`config.mk`:
```
export PLATFORM = sky130hd
export DESIGN_NAME = mmio_id_tracker
export DESIGN_NICKNAME = d
export VERILOG_FILES = /design/src/rtl/mmio_id_tracker.sv
export SDC_FILE = /design/constraint.sdc
export NUM_CORES = 1
export LEC_CHECK = 0
export CORE_ASPECT_RATIO = 2
export CORE_MARGIN = 5
export CORE_UTILIZATION = 44
export CTS_BUF_LIST = sky130_fd_sc_hd__clkbuf_8
export DETAILED_ROUTE_END_ITERATION = 12
export PLACE_DENSITY = 0.7
export RECOVER_POWER = 25
export SYNTH_ARGS = -nofsm -noshare
export SYNTH_HDL_FRONTEND = slang
export SYNTH_SLANG_ARGS = --single-unit
```
`constraint.sdc`:
```
create_clock -name clk -period 2.5 [get_ports clk]
set_input_delay 0.375 -clock clk [delete_from_list [all_inputs] [get_ports clk]]
set_output_delay 0.375 -clock clk [all_outputs]
set_load 0.01 [all_outputs]
```
`src/rtl/mmio_id_tracker.sv`:
```
// mmio_id_tracker
//   Supplies AXI IDs for an ID-less MMIO slave. Each accepted AR/AW ID is
//   queued in a per-direction FIFO and returned on the matching R/B beat, in
//   order. AR/AW acceptance is gated so outstanding requests never exceed DEPTH.
//   Only valid/ready/ID are handled here; address, data and resp bypass it.
//
// Ports
//   clk, reset_n            clock, synchronous active-low reset
//   s_arvalid/s_arid        AR request from platform; s_arready back to it
//   m_arvalid/m_arready     AR request forwarded to the slave
//   rvalid/rready, rid      R handshake observed; ID for the current R beat
//   s_awvalid/s_awid        AW request from platform; s_awready back to it
//   m_awvalid/m_awready     AW request forwarded to the slave
//   bvalid/bready, bid      B handshake observed; ID for the current B beat
//   rd_outstanding          read IDs currently held
//   wr_outstanding          write IDs currently held
//   err_orphan              sticky: response seen while its FIFO was empty
module mmio_id_tracker #(
  parameter int unsigned ID_WIDTH  = 9,
  parameter int unsigned DEPTH     = 4,
  parameter int unsigned CNT_WIDTH = $clog2(DEPTH) + 1
) (
  input  logic                 clk,
  input  logic                 reset_n,
  input  logic                 s_arvalid,
  input  logic [ID_WIDTH-1:0]  s_arid,
  output logic                 s_arready,
  output logic                 m_arvalid,
  input  logic                 m_arready,
  input  logic                 rvalid,
  input  logic                 rready,
  output logic [ID_WIDTH-1:0]  rid,
  input  logic                 s_awvalid,
  input  logic [ID_WIDTH-1:0]  s_awid,
  output logic                 s_awready,
  output logic                 m_awvalid,
  input  logic                 m_awready,
  input  logic                 bvalid,
  input  logic                 bready,
  output logic [ID_WIDTH-1:0]  bid,
  output logic [CNT_WIDTH-1:0] rd_outstanding,
  output logic [CNT_WIDTH-1:0] wr_outstanding,
  output logic                 err_orphan
);

  localparam int unsigned PTR_WIDTH = $clog2(DEPTH);
  localparam int unsigned NUM_CH    = 2;

  // Channel 0 is the read tracker (AR->R), channel 1 the write tracker (AW->B)
  logic                 req_valid [NUM_CH];
  logic [ID_WIDTH-1:0]  req_id    [NUM_CH];
  logic                 fwd_ready [NUM_CH];
  logic                 acc_ready [NUM_CH];
  logic                 fwd_valid [NUM_CH];
  logic                 rsp_valid [NUM_CH];
  logic                 rsp_ready [NUM_CH];
  logic [ID_WIDTH-1:0]  rsp_id    [NUM_CH];
  logic [CNT_WIDTH-1:0] cnt       [NUM_CH];
  logic                 orphan    [NUM_CH];

  assign req_valid[0] = s_arvalid;
  assign req_id[0]    = s_arid;
  assign fwd_ready[0] = m_arready;
  assign rsp_valid[0] = rvalid;
  assign rsp_ready[0] = rready;
  assign req_valid[1] = s_awvalid;
  assign req_id[1]    = s_awid;
  assign fwd_ready[1] = m_awready;
  assign rsp_valid[1] = bvalid;
  assign rsp_ready[1] = bready;

  assign s_arready      = acc_ready[0];
  assign m_arvalid      = fwd_valid[0];
  assign rid            = rsp_id[0];
  assign rd_outstanding = cnt[0];
  assign s_awready      = acc_ready[1];
  assign m_awvalid      = fwd_valid[1];
  assign bid            = rsp_id[1];
  assign wr_outstanding = cnt[1];

  for (genvar g = 0; g < NUM_CH; g++) begin : g_trk
    logic [ID_WIDTH-1:0]  mem [DEPTH];
    logic [PTR_WIDTH-1:0] wptr;
    logic [PTR_WIDTH-1:0] rptr;
    logic [CNT_WIDTH-1:0] count;
    logic                 full;
    logic                 push;
    logic                 pop;

    // Gating uses only the registered count; a same-cycle pop does not free a slot
    assign full          = (count == CNT_WIDTH'(DEPTH));
    assign acc_ready[g]  = reset_n & fwd_ready[g] & ~full;
    assign fwd_valid[g]  = reset_n & req_valid[g] & ~full;
    assign push          = req_valid[g] & acc_ready[g];
    assign pop           = rsp_valid[g] & rsp_ready[g] & (count != '0);
    assign orphan[g]     = rsp_valid[g] & rsp_ready[g] & (count == '0);
    assign cnt[g]        = count;
    // Empty (or in reset) reads zero so no stale or X ID leaks out
    assign rsp_id[g]     = (reset_n && count != '0) ? mem[rptr] : '0;

    // ID storage; contents are don't-care after reset
    always_ff @(posedge clk) begin
      if (push) begin
        mem[wptr] <= req_id[g];
      end
    end

    // Pointers wrap naturally since DEPTH is a power of two
    always_ff @(posedge clk) begin
      if (!reset_n) begin
        wptr  <= '0;
        rptr  <= '0;
        count <= '0;
      end else begin
        if (push) wptr <= wptr + PTR_WIDTH'(1);
        if (pop)  rptr <= rptr + PTR_WIDTH'(1);
        case ({push, pop})
          2'b10:   count <= count + CNT_WIDTH'(1);
          2'b01:   count <= count - CNT_WIDTH'(1);
          default: count <= count;
        endcase
      end
    end
  end

  // Sticky orphan flag shared by both directions
  always_ff @(posedge clk) begin
    if (!reset_n) begin
      err_orphan <= 1'b0;
    end else if (orphan[0] || orphan[1]) begin
      err_orphan <= 1'b1;
    end
  end

endmodule
```
======== Word-level counts from Yosys, hierarchy flattened ========
Memories as Yosys holds them, arrays and structs flattened. A register that Yosys moved wholly into a read port is not among the register bits.
Cells that the tools add are included.
cells by class
  add/sub/neg operators ................... 8
  multiply operators ...................... 0
  div/mod/pow operators ................... 0
  magnitude comparators ................... 0
  equality and inequality tests ........... 6
  shift-type cells ........................ 0
  muxes and demuxes ....................... 12
  bitwise logic cells ..................... 18
  reduce and logical (&&, ||, !) cells .... 9
operators by type and width
  operator                                             number
  2-to-1 mux 9 bit                                     2
  bitwise AND 1 bit                                    16
  case mux 3 bit (2 select lines)                      2
  adder 2 x 1 -> 2 bit, second input constant          4
  2-to-1 mux 2 bit                                     4
  adder 3 x 1 -> 3 bit, second input constant          2
  equality test 3 bit, second input constant           2
  zero test 3 bit                                      2
  nonzero test 3 bit                                   2
  subtractor 3 x 1 -> 3 bit, second input constant     2
  equality test 2 x 1 -> 1 bit, second input constant  2
  equality test 2 bit, second input constant           2
  2-to-1 mux 1 bit                                     4
  nonzero test 2 bit                                   2
  logical AND 1 bit                                    2
  inverter 1 bit                                       2
  logical OR 1 bit                                     1
word-level totals
  register bits after elaboration ......... 15
  latch bits .............................. 0
  memory bits (writable) .................. 72
  ROM bits ................................ 0
  logic and storage cells ................. 62
  memories ................................ 2
memory list
  memory        words  bits a word  read ports  clocked after memory_dff  wr ports  RTL line  source
  g_trk[0].mem  4      9            1           1                         1         82        logic [ID_WIDTH-1:0] mem [DEPTH];
  g_trk[1].mem  4      9            1           1                         1         82

======== Longest topological paths before layout ========
  depth in word-level cells ............... 6
  gate-level depth with buffers ........... 10
  gate-level depth less buffers ........... 9

======== Worst setup path after synthesis ========
No wires, ideal clock.
  kind .................................... reg-to-reg
  from .................................... register g_trk[0].count[2] (netlist: rd_outstanding[2])
  to ...................................... register g_trk[0].count[2] (netlist: rd_outstanding[2])
  data arrival time ....................... 2.293 ns
  slack ................................... 0.132 ns
  cell stages (with the launch flop) ...... 11
  clock period less this slack ............ 2.368 ns
  path through ............................ dfxtp_1 > or3b_1 > and4_4 > buf_6 > inv_1 > ha_1 > inv_1 > fa_1 > xor2_1 > or3_1 > a21boi_0
on the way
  cells in the longest elaborated chain, start to end .. 6
RTL lines
  what                                                                   RTL line  source
  from (decl)                                                            85        logic [CNT_WIDTH-1:0] count;
  from (signal assigned)                                                 118       2'b10: count <= count + CNT_WIDTH'(1);
  from (signal assigned)                                                 119       2'b01: count <= count - CNT_WIDTH'(1);
  from (signal assigned)                                                 120       default: count <= count;
  equality test 3 bit                                                    91        assign full = (count == CNT_WIDTH'(DEPTH));
  inverter 1 bit                                                         92        assign acc_ready[g] = reset_n & fwd_ready[g] & ~full;
  bitwise AND 1 bit                                                      92
  bitwise AND 1 bit                                                      94        assign push = req_valid[g] & acc_ready[g];
  equality test 2 x 1 -> 1 bit or equality test 2 bit (tied branches)    117       case ({push, pop})
  case mux 3 bit (2 select lines) or nonzero test 2 bit (tied branches)  n/a
Parallel ways exist; a longest one is shown, timed or not.
A chain may end at the register's enable or synchronous reset.

==> impl_metrics.tcl <==
set metrics [dict create \
    utilization_pct 55.96 \
    skew_ns 0.009971 \
    firstDrtPassIters 4 \
    min_to "err_orphan" \
    syn_avg_cell_area_um2 16.37 \
    timing.rr.start "rd_outstanding[1]" \
    clock_sinks 91 \
    num_vias 2050 \
    irDropWorstVdd_v 0.0004349 \
    layout_common_cells "72 x edfxtp_1, 39 x clkdlybuf4s50_1, 18 x mux4_2, 18 x and3_1, 18 x dfxtp_1" \
    period_minus_slack_ns 2.409 \
    grt_usage_pct 14.11 \
    path_max_fanout 9 \
    synth-seq-cells 91 \
    final.setup.tns_ns 0 \
    synth_nets 270 \
    async_flop_share_pct 0 \
    whs_path_depth 1 \
    ios 57 \
    grt_pass1_vias 2207 \
    synth_top_area_share_pct 57.41 \
    wl_per_cell_um 16.87 \
    antenna_cells 0 \
    layout.cells.most_common "edfxtp_1" \
    nFillCells 690 \
    core_area_mm2 0.008351 \
    min_from "err_orphan" \
    drc 0 \
    fin_crit_sh_pct 96.37 \
    ys_warn_count 0 \
    worst-r2r-setup-slack_ns 0.17 \
    worst_slew_pin_slew_ns 0.5140 \
    antenna_found_initial 0 \
    place_congestion 0.7891 \
    crit-reg2reg-capture "rd_outstanding[2]" \
    p_total_w 0.002736 \
    syn_inst 230 \
    start_util_pct 45.10 \
    synthFlopType "edfxtp_1" \
    r2r_cells 9 \
    slew_viol_final 0 \
    synth_edf_count 72 \
    startpoint_type "flip-flop" \
    dp_hpwl_um 4893 \
    cts_tree "done" \
    status "finished clean" \
    drive_gt1_share_pct 15.95 \
    ant_nets 0 \
    worstPathRequired_ns 2.12 \
    setup_viol 0 \
    yosysTopAreaCell "edfxtp_1" \
    synth.distinct_cells 30 \
    synth_area_leaders "edfxtp_1 57%, mux4_2 11%, dfxtp_1 10%, ha_1 3.3%, and3_1 3.0%" \
    hold_viol_final 0 \
    grt_overflow 0 \
    area_delta_synth_final_pct 24.09 \
    grt_pass1_wl_um 10810 \
    port_buffers 56 \
    max-slew-margin-rel_pct 65.74 \
    cts_buffers 9 \
    routed_wl_um 6731 \
    clk_latency_ns 0.35 \
    drt_iter0_markers 75 \
    netlist_area_mm2 0.003766 \
    powerDensity_mw_per_mm2 585.5 \
    critPathKind "flip-flop to output port" \
    worstPathArrival_ns 2.03 \
    dieArea_mm2 0.01062 \
    die_width_um 75.42 \
    rows 47 \
    h-tree-depth 3 \
    clkSlewWorstSetupHoldPaths_ns 0.08 \
    fin_hold_ws_ns 0.4701 \
    cts-root-buf "clkbuf_8" \
    end_kind "output port" \
    hold_path.class "flip-flop to flip-flop" \
    die_y_um 140.8 \
    max_cap_violations 0 \
    post_cts_buffers 0 \
    seq_area_frac_synth_pct 67.51 \
    cts_buffer_depth 2 \
    routed_via_density 5.138 \
    max_freq_ghz 0.4151 \
    rsz0062_at_grt "no" \
    p_leak_nw 1.729 \
    grt_max_degree 22 \
    nets 337 \
]
==> cells in the mapped netlist (all sizes together) (3+ instances only) <==
library cell / count
edfxtp: 72
o21ai: 4
and3: 20
or3: 4
ha: 10
mux2i: 6
dfxtp: 19
xor2: 4
buf: 3
mux4: 18
and2: 16
clkbuf: 8
inv: 14
nand2: 14
==> final cells by class <==
| cell class | count | area (um^2) | share of cell area, % |
|---|---|---|---|
| repair buffers | 67 | 673.1 | 14.40 |
| clock buffers | 9 | 123.9 | 2.651 |
| well taps | 98 | 122.6 | 2.624 |
| clock inverters | 6 | 26.28 | 0.5622 |
| inverters | 14 | 52.55 | 1.124 |
| flip-flops and latches | 91 | 2544 | 54.43 |
| multi-input cells | 114 | 1131 | 24.20 |
==> cells by family (layout without fill, tap and decap cells) <==
group	count (synthesis)	in the layout	share of synthesized area, %
compound gates	10	10	1.861
xor+xnor	6	6	1.395
fa+ha+maj	12	12	4.385
buf+inv	25	96	2.757
flops	91	91	67.51
mux	24	24	12.36
simple gates	62	62	9.734
==> state kept, by name (all words and copies together) (netlist names), named ones only <==
signal	flops
rd_outstanding	3
g_trk.wptr	4
g_trk.mem	72
err_orphan	1
wr_outstanding	3
g_trk.rptr	4
==> stage by stage <==
stage          cell area, um^2  std cells  setup slack, ns
2_1_floorplan             3766        230           0.1315
4_1_cts                   4642        399          0.02618
5_1_grt                   4673        399        0.0002143
6_report                  4673        399          0.09082
3_5_place_dp              4481        384          0.07677
3_3_place_gp              4481        384           0.1538
==> worst max-delay path, stage by stage, from the launching register on <==
cell,delay [ns]
dfxtp_1,0.35
buf_8,0.16
mux4_2,0.50
and3_1,0.19
clkdlybuf4s50_1,0.48
==> layer usage <==
| layer | track usage [%] | up-vias | part of all wire (%) |
|---|---|---|---|
| met1 | 13.89 | 1014 | 35 |
| li1 | - | 988 | - |
| met3 | 3.493 | 9 | 4.5 |
| met4 | 7.465 | 0 | 2.6 |
| met5 | 0 | - | 0 |
| met2 | 25.63 | 39 | 58 |
==> worst max-delay path by stage <==
stage                      start                end  cells after the start
6_report               flip-flop             rid[5]                      4
5_1_grt                flip-flop             bid[1]                      4
4_1_cts                flip-flop             rid[3]                      4
3_5_place_dp             reset_n  rd_outstanding[2]                      9
3_3_place_gp             reset_n  rd_outstanding[2]                      9
2_1_floorplan  rd_outstanding[2]  rd_outstanding[2]                     10
==> repair_timing <==
item	CTS	global route
hold endpoints to repair	0	0
hold buffers	0	0
endpoints found under the setup margin	10	8
resized for setup	3	11
==> power by group <==
group | internal [W] | switching, W | total (W)
registers | 0.00166 | 0.0000201 | 0.00168
logic | 0.000147 | 0.000115 | 0.000262
clock network | 0.000338 | 0.000455 | 0.000793
total | 0.00215 | 0.000590 | 0.00274
Power figures use the tool's default switching activity.
